## src/rtl/pipe_hazard_ctrl.sv

```systemverilog
// Hazard/sequencing controller for the inst->dec->exe->wb pipeline.
// Define PIPE_FWD_EN to enable operand forwarding; otherwise every RAW match stalls.
module pipe_hazard_ctrl #(
  parameter int REG_AW   = 4,
  parameter int MC_CNT_W = 4
) (
  input  logic                clk,
  input  logic                rst,
  input  logic                dec_valid,
  input  logic [REG_AW-1:0]   dec_rs1,
  input  logic                dec_rs1_use,
  input  logic [REG_AW-1:0]   dec_rs2,
  input  logic                dec_rs2_use,
  input  logic [REG_AW-1:0]   dec_rd,
  input  logic                dec_rd_we,
  input  logic                dec_is_load,
  input  logic [MC_CNT_W-1:0] dec_mc_len,
  input  logic                br_taken,
  output logic                stall_if,
  output logic                stall_id,
  output logic                bubble_ex,
  output logic                flush_if,
  output logic                flush_id,
  output logic                exe_busy,
  output logic [1:0]          fwd_rs1_sel,
  output logic [1:0]          fwd_rs2_sel
);

  logic [REG_AW-1:0]   exRd_q, exRd_d, wbRd_q, wbRd_d;
  logic                exWe_q, exWe_d, wbWe_q, wbWe_d;
  logic [MC_CNT_W-1:0] mcCnt_q, mcCnt_d;
  logic                firstCyc_q;
  logic                busy, rawHaz;
  logic                mEx1, mWb1, mEx2, mWb2;
  logic [1:0]          fwd1, fwd2;

  assign busy = (mcCnt_q != '0);
  assign mEx1 = dec_rs1_use & exWe_q & (dec_rs1 == exRd_q) & (dec_rs1 != '0);
  assign mWb1 = dec_rs1_use & wbWe_q & (dec_rs1 == wbRd_q) & (dec_rs1 != '0);
  assign mEx2 = dec_rs2_use & exWe_q & (dec_rs2 == exRd_q) & (dec_rs2 != '0);
  assign mWb2 = dec_rs2_use & wbWe_q & (dec_rs2 == wbRd_q) & (dec_rs2 != '0);

`ifdef PIPE_FWD_EN
  logic exLoad_q, exLoad_d;

  // Only a load still in exe cannot be forwarded; its data arrives one cycle later.
  assign rawHaz = dec_valid & exLoad_q & (mEx1 | mEx2);
  assign fwd1   = !dec_valid ? 2'd0 : (mEx1 & !exLoad_q) ? 2'd1 : mWb1 ? 2'd2 : 2'd0;
  assign fwd2   = !dec_valid ? 2'd0 : (mEx2 & !exLoad_q) ? 2'd1 : mWb2 ? 2'd2 : 2'd0;

  always_comb begin
    exLoad_d = exLoad_q;
    if (!busy) exLoad_d = dec_valid & !bubble_ex & dec_is_load;
  end

  always_ff @(posedge clk or posedge rst) begin
    if (rst) exLoad_q <= 1'b0;
    else     exLoad_q <= exLoad_d;
  end
`else
  logic unusedIsLoad;

  assign unusedIsLoad = dec_is_load;
  assign rawHaz = dec_valid & (mEx1 | mWb1 | mEx2 | mWb2);
  assign fwd1   = 2'd0;
  assign fwd2   = 2'd0;
`endif

  // Outputs are forced quiet during reset and the first cycle after it.
  always_comb begin
    stall_if    = 1'b0;
    stall_id    = 1'b0;
    bubble_ex   = 1'b0;
    flush_if    = 1'b0;
    flush_id    = 1'b0;
    exe_busy    = 1'b0;
    fwd_rs1_sel = 2'd0;
    fwd_rs2_sel = 2'd0;
    if (!firstCyc_q) begin
      if (busy) begin
        exe_busy = 1'b1;
        stall_if = 1'b1;
        stall_id = 1'b1;
      end else if (br_taken) begin
        flush_if  = 1'b1;
        flush_id  = 1'b1;
        bubble_ex = 1'b1;
      end else if (rawHaz) begin
        stall_if  = 1'b1;
        stall_id  = 1'b1;
        bubble_ex = 1'b1;
      end
      fwd_rs1_sel = fwd1;
      fwd_rs2_sel = fwd2;
    end
  end

  // While a multi-cycle op runs, exe holds it and wb receives empty slots.
  always_comb begin
    exRd_d  = exRd_q;
    exWe_d  = exWe_q;
    wbRd_d  = wbRd_q;
    wbWe_d  = wbWe_q;
    mcCnt_d = mcCnt_q;
    if (busy) begin
      wbRd_d  = '0;
      wbWe_d  = 1'b0;
      mcCnt_d = mcCnt_q - MC_CNT_W'(1);
    end else begin
      wbRd_d = exRd_q;
      wbWe_d = exWe_q;
      if (dec_valid && !bubble_ex) begin
        exRd_d  = dec_rd;
        exWe_d  = dec_rd_we;
        mcCnt_d = dec_mc_len;
      end else begin
        exRd_d  = '0;
        exWe_d  = 1'b0;
        mcCnt_d = '0;
      end
    end
  end

  always_ff @(posedge clk or posedge rst) begin
    if (rst) begin
      exRd_q     <= '0;
      exWe_q     <= 1'b0;
      wbRd_q     <= '0;
      wbWe_q     <= 1'b0;
      mcCnt_q    <= '0;
      firstCyc_q <= 1'b1;
    end else begin
      exRd_q     <= exRd_d;
      exWe_q     <= exWe_d;
      wbRd_q     <= wbRd_d;
      wbWe_q     <= wbWe_d;
      mcCnt_q    <= mcCnt_d;
      firstCyc_q <= 1'b0;
    end
  end

endmodule

```

## config.mk

```make
export PLATFORM = sky130hd
export DESIGN_NAME = pipe_hazard_ctrl
export DESIGN_NICKNAME = d
export VERILOG_FILES = /design/src/rtl/pipe_hazard_ctrl.sv
export SDC_FILE = /design/constraint.sdc
export NUM_CORES = 1
export LEC_CHECK = 0
export BUFFER_PORTS_ARGS = -buffer_cell sky130_fd_sc_hd__clkbuf_2
export CAP_MARGIN = 0
export CELL_PAD_IN_SITES_DETAIL_PLACEMENT = 0
export CELL_PAD_IN_SITES_GLOBAL_PLACEMENT = 1
export CORE_MARGIN = 3
export CORE_UTILIZATION = 38
export CTS_CLUSTER_SIZE = 28
export DETAILED_ROUTE_END_ITERATION = 16
export HOLD_SLACK_MARGIN = 0.08
export PLACE_DENSITY_LB_ADDON = 0.1
export SLEW_MARGIN = 5
export SYNTH_ARGS = -nofsm -noshare
export SYNTH_HDL_FRONTEND = slang
export SYNTH_SLANG_ARGS = --single-unit
```

## constraint.sdc

```tcl
create_clock -name clk -period 4.55 [get_ports clk]
set_input_delay 0.455 -clock clk [delete_from_list [all_inputs] [get_ports clk]]
set_output_delay 0.455 -clock clk [all_outputs]
set_load 0.02 [all_outputs]
```

[After elaboration in Yosys (flattened, before gate mapping)]
Cells that the tools add are included.
Operators by class
  add/sub/neg operators: 1
  eq/ne operators: 4
  mux-type cells: 18
  bitwise logic cells: 16
  reductions and logical operators: 5
Operators with widths (count)
  == test 4 bit: 4
  two-way mux 4 bit: 4
  two-way mux 1 bit: 14
  AND 1 bit: 13
  nonzero test 4 bit: 3
  subtractor 4 x 1 -> 4 bit (second input constant): 1
  bitwise OR 1 bit: 3
  logical AND 1 bit: 1
  logical NOT 1 bit: 1
Word-level totals
  register bits after elaboration: 15
  output and inout bits: 10
  word-level logic and storage cells: 50

[Longest topological paths before layout]
  depth after elaboration: 15
  mapped depth: 8
  depth with buffers taken out: 6

[Least setup slack after synthesis]
OpenSTA, ideal clock, no wires.
  path kind: in2out
  start: input dec_rs1[3]
  end: output stall_if
  arrival: 1.964 ns
  required time: 4.095 ns
  slack: 2.131 ns
  cell stages on the path: 6
  cells stage by stage: xor2_1 > nor4_1 > nor4_4 > nand3b_1 > a21oi_1 > buf_4
Between the ends
  longest elaborated chain between the ends: 11
  elaborated cells on any way between the ends: 15
  those cells by class: eq/ne (2); mux (4); bitwise (8); reduce/logical (1)
Ends and longest elaborated chain
  from (decl): line 10  | input logic [REG_AW-1:0] dec_rs1,
  == test 4 bit (on tied branches): line 38, 39
  AND 1 bit (on tied branches) (2 in a row): line 38, 39
  bitwise OR 1 bit * (3 in a row): line 64  | assign rawHaz = dec_valid & (mEx1 | mWb1 | mEx2 | mWb2);
  AND 1 bit *: line 64
  two-way mux 1 bit * (4 in a row)
  to (decl): line 19  | output logic stall_if,
Mark *: on every way between the ends. The rest lies on a longest branch, timed or not.

[Worst setup path in the final report]
  start: register mcCnt_q[0]
  end: output stall_if
Between the ends
  longest elaborated chain between the ends: 3
Ends and longest elaborated chain
  from (decl): line 31  | logic [MC_CNT_W-1:0] mcCnt_q, mcCnt_d;
  from (signal assigned): line 137  | mcCnt_q <= mcCnt_d;
  nonzero test 4 bit: line 37  | assign busy = (mcCnt_q != '0);
  two-way mux 1 bit: line 80  | if (busy) begin
  two-way mux 1 bit: line 79  | if (!firstCyc_q) begin
No other way between the ends.

==> qor.yml <==
ys_warn_count: 0
ios: 34
path_class: "flip-flop to output pin"
drt_drc_violations_left: 0
synth_edf_count: 0
grtUsageTotal_pct: 13.0
htree_levels: 1
cts_made_buffers: 3
crit_required_ns: 4.09
grt_pass1_vias: 747
utilization_pct: 49.1
ir_drop_v: 0.000269
synth.area.top_cells: "dfrtp_1 (36%), xor2_1 (11%), nand2_1 (5.5%)"
fin_nets: 158
ant_nets: 0
dr.first_iter.drc_count: 21
port_buffers: 28
numClockSinks: 15
crit_fanout: 11
floorplan.initialDensity_pct: 41.9
hold_viol: 0
synth_cell_types: 30
place.gp.congestion: 0.771
synth_top_area_share_pct: 36.4
hold_class: "input pin to asynchronous set/reset pin"
rsz0062_at_grt: "false"
maxUsedRoutingLayer: "met4"
drive_gt1_share_pct: 28.0
setup-violations-final: 0
maxCapViolCount: 0
grt_start_max_net_pins: 16
rows: 17
fp.dieW_um: 56.4
cts_tree: "built"
cts-root-buf: "clkbuf_4"
finalSetupTns_ns: 0
start_kind: "flip-flop"
fin_area_mm2: 0.00113
placed_area_mm2: 0.00110
period_needed_ns: 2.76
ys_top_cells_by_count: "dfrtp_1 (14), nand2_1 (14), xor2_1 (12)"
cts_resized: 0
wl_met3_um: 115
power_density_mw_per_mm2: 471
syn_avg_cell_area_um2: 9.26
synthCells: 104
min_period_over_period_pct: 60.6
floorplan.die_area_mm2: 0.00318
first_pass_iters: 4
r2r_cells: 6
clockBufferDepth: 2
synth_ff_type: "dfrtp_1"
nFillCells: 220
vias: 786
synth-seq-cells: 15
critical_path_arrival_ns: 2.30
power_leakage_nw: 0.556
die_y_um: 56.4
status: "finished, final reports clean"
wl_um: 1940
postCtsSetupBuffers: 0
crit_path_end_kind: "output pin"
syn_to_final_growth_pct: 17.0
slew_headroom_pct: 50.8
synth_area_um2: 963
synth-seq-area-share_pct: 39.1
dr_wl_met2_um: 885
drv_slew: 0
fin_skew_ns: 0.000762
hold_buffers: 0
clock_latency_ns: 0.28
core-area_mm2: 0.00230
synth_async_sr_flop_share_pct: 100
antenna_found_initial: 0
dp_hpwl_um: 1650
grt_first_pass_wirelength_um: 3280
wl_met1_um: 894
insertedDiodeCount: 0
grt_overflow: 0
tightest_slew_ns: 0.737
clkTransAtPathRegs_ns: 0.08
wl_per_cell_um: 12.1
fmax_ghz: 0.362
synth_area_leader_cell: "dfrtp_1"
vias_per_cell: 4.91
==> worst max-delay path, stage by stage, from the launching register on <==
cell      delay (ns)
dfrtp_1         0.41
inv_1           0.06
ha_1            0.31
nor2b_1         0.25
nor2b_1         0.63
a21oi_1         0.16
clkbuf_2        0.20
==> cell families (layout without fill, tap and decap cells) <==
| kind of cell | after synthesis | after routing | share of synthesized area, % |
|---|---|---|---|
| xor+xnor | 16 | 16 | 14.5 |
| compound gates | 18 | 18 | 13.5 |
| other cells | 1 | 5 | 0.389 |
| buf+inv | 12 | 36 | 7.01 |
| simple gates | 41 | 41 | 24.2 |
| flops | 15 | 15 | 39.1 |
| fa+ha+maj | 1 | 1 | 1.30 |
==> power breakdown <==
group,leakage (nW),internal [W],switching (W),total [W]
Sequential,0.194,0.000181,0.0000517,0.000233
Combinational,0.346,0.0000950,0.000128,0.000223
Clock,0.0150,0.0000341,0.0000417,0.0000758
==> registers in the layout, indices dropped and copies added (netlist names) <==
name and flops:
exRd_q 4, exWe_q 1, firstCyc_q 1, mcCnt_q 4, wbRd_q 4, wbWe_q 1
==> cell usage in the layout (no fill, tap or decap), drive strengths merged <==
| cell type | netlist | layout |
|---|---|---|
| ha | 1 | 1 |
| dfstp | 1 | 1 |
| nor4 | 5 | 5 |
| inv | 4 | 4 |
| a21oi | 3 | 3 |
| xnor2 | 4 | 4 |
| and2 | 1 | 1 |
| nor3 | 2 | 2 |
| o22ai | 2 | 2 |
| xor2 | 12 | 12 |
| o21a | 1 | 1 |
| nor2b | 4 | 4 |
| nor2 | 4 | 4 |
| and3 | 5 | 5 |
| nand3b | 1 | 1 |
| nand2 | 14 | 14 |
| clkbuf | 2 | 32 |
| a21boi | 1 | 1 |
| nand3 | 4 | 4 |
| a31oi | 1 | 1 |
| or3 | 1 | 1 |
| dfrtp | 14 | 14 |
| conb | 1 | 5 |
| o41a | 2 | 2 |
| o21ai | 7 | 7 |
| o2111ai | 1 | 1 |
==> metal layers <==
| layer | up-vias | global-route usage, % |
|---|---|---|
| met2 | 24 | 21.0 |
| met4 | 0 | 7.12 |
| li1 | 404 | - |
| met1 | 353 | 16.8 |
| met3 | 5 | 1.61 |
| met5 | - | 0 |
==> per-stage QoR <==
step	total power (W)	std cells	hold WS (ns)	worst slack [ns]
2_1_floorplan	0.000402	108	0.356	2.13
3_3_place_gp	0.000454	156	0.500	2.11
3_5_place_dp	0.000460	156	0.507	2.09
4_1_cts	0.000540	160	0.200	1.76
5_1_grt	0.000581	160	0.233	1.52
6_report	0.000531	160	0.178	1.79
==> area by class of cell <==
| class | count | area (µm²) | area share, % |
|---|---|---|---|
| multi-input cells | 81 | 534 | 47.4 |
| clock buffers | 4 | 26.3 | 2.33 |
| well taps | 28 | 35.0 | 3.11 |
| repair buffers | 28 | 140 | 12.4 |
| inverters | 4 | 15.0 | 1.33 |
| flip-flops and latches | 15 | 377 | 33.4 |
==> worst paths after layout <==
kind | from | to | slack, ns
worst max-delay path | mcCnt_q[0] | stall_if | 1.79
worst min-delay path | rst | exWe_q | 0.18
worst max register to register | mcCnt_q[0] | exRd_q[0] | 2.56
worst min register to register | mcCnt_q[0] | mcCnt_q[0] | 0.52
max in group asynchronous | rst | firstCyc_q | 4.01
min in group clk | dec_rd_we | exWe_q | 0.37
No activity file was read; power rests on OpenSTA's default activity.
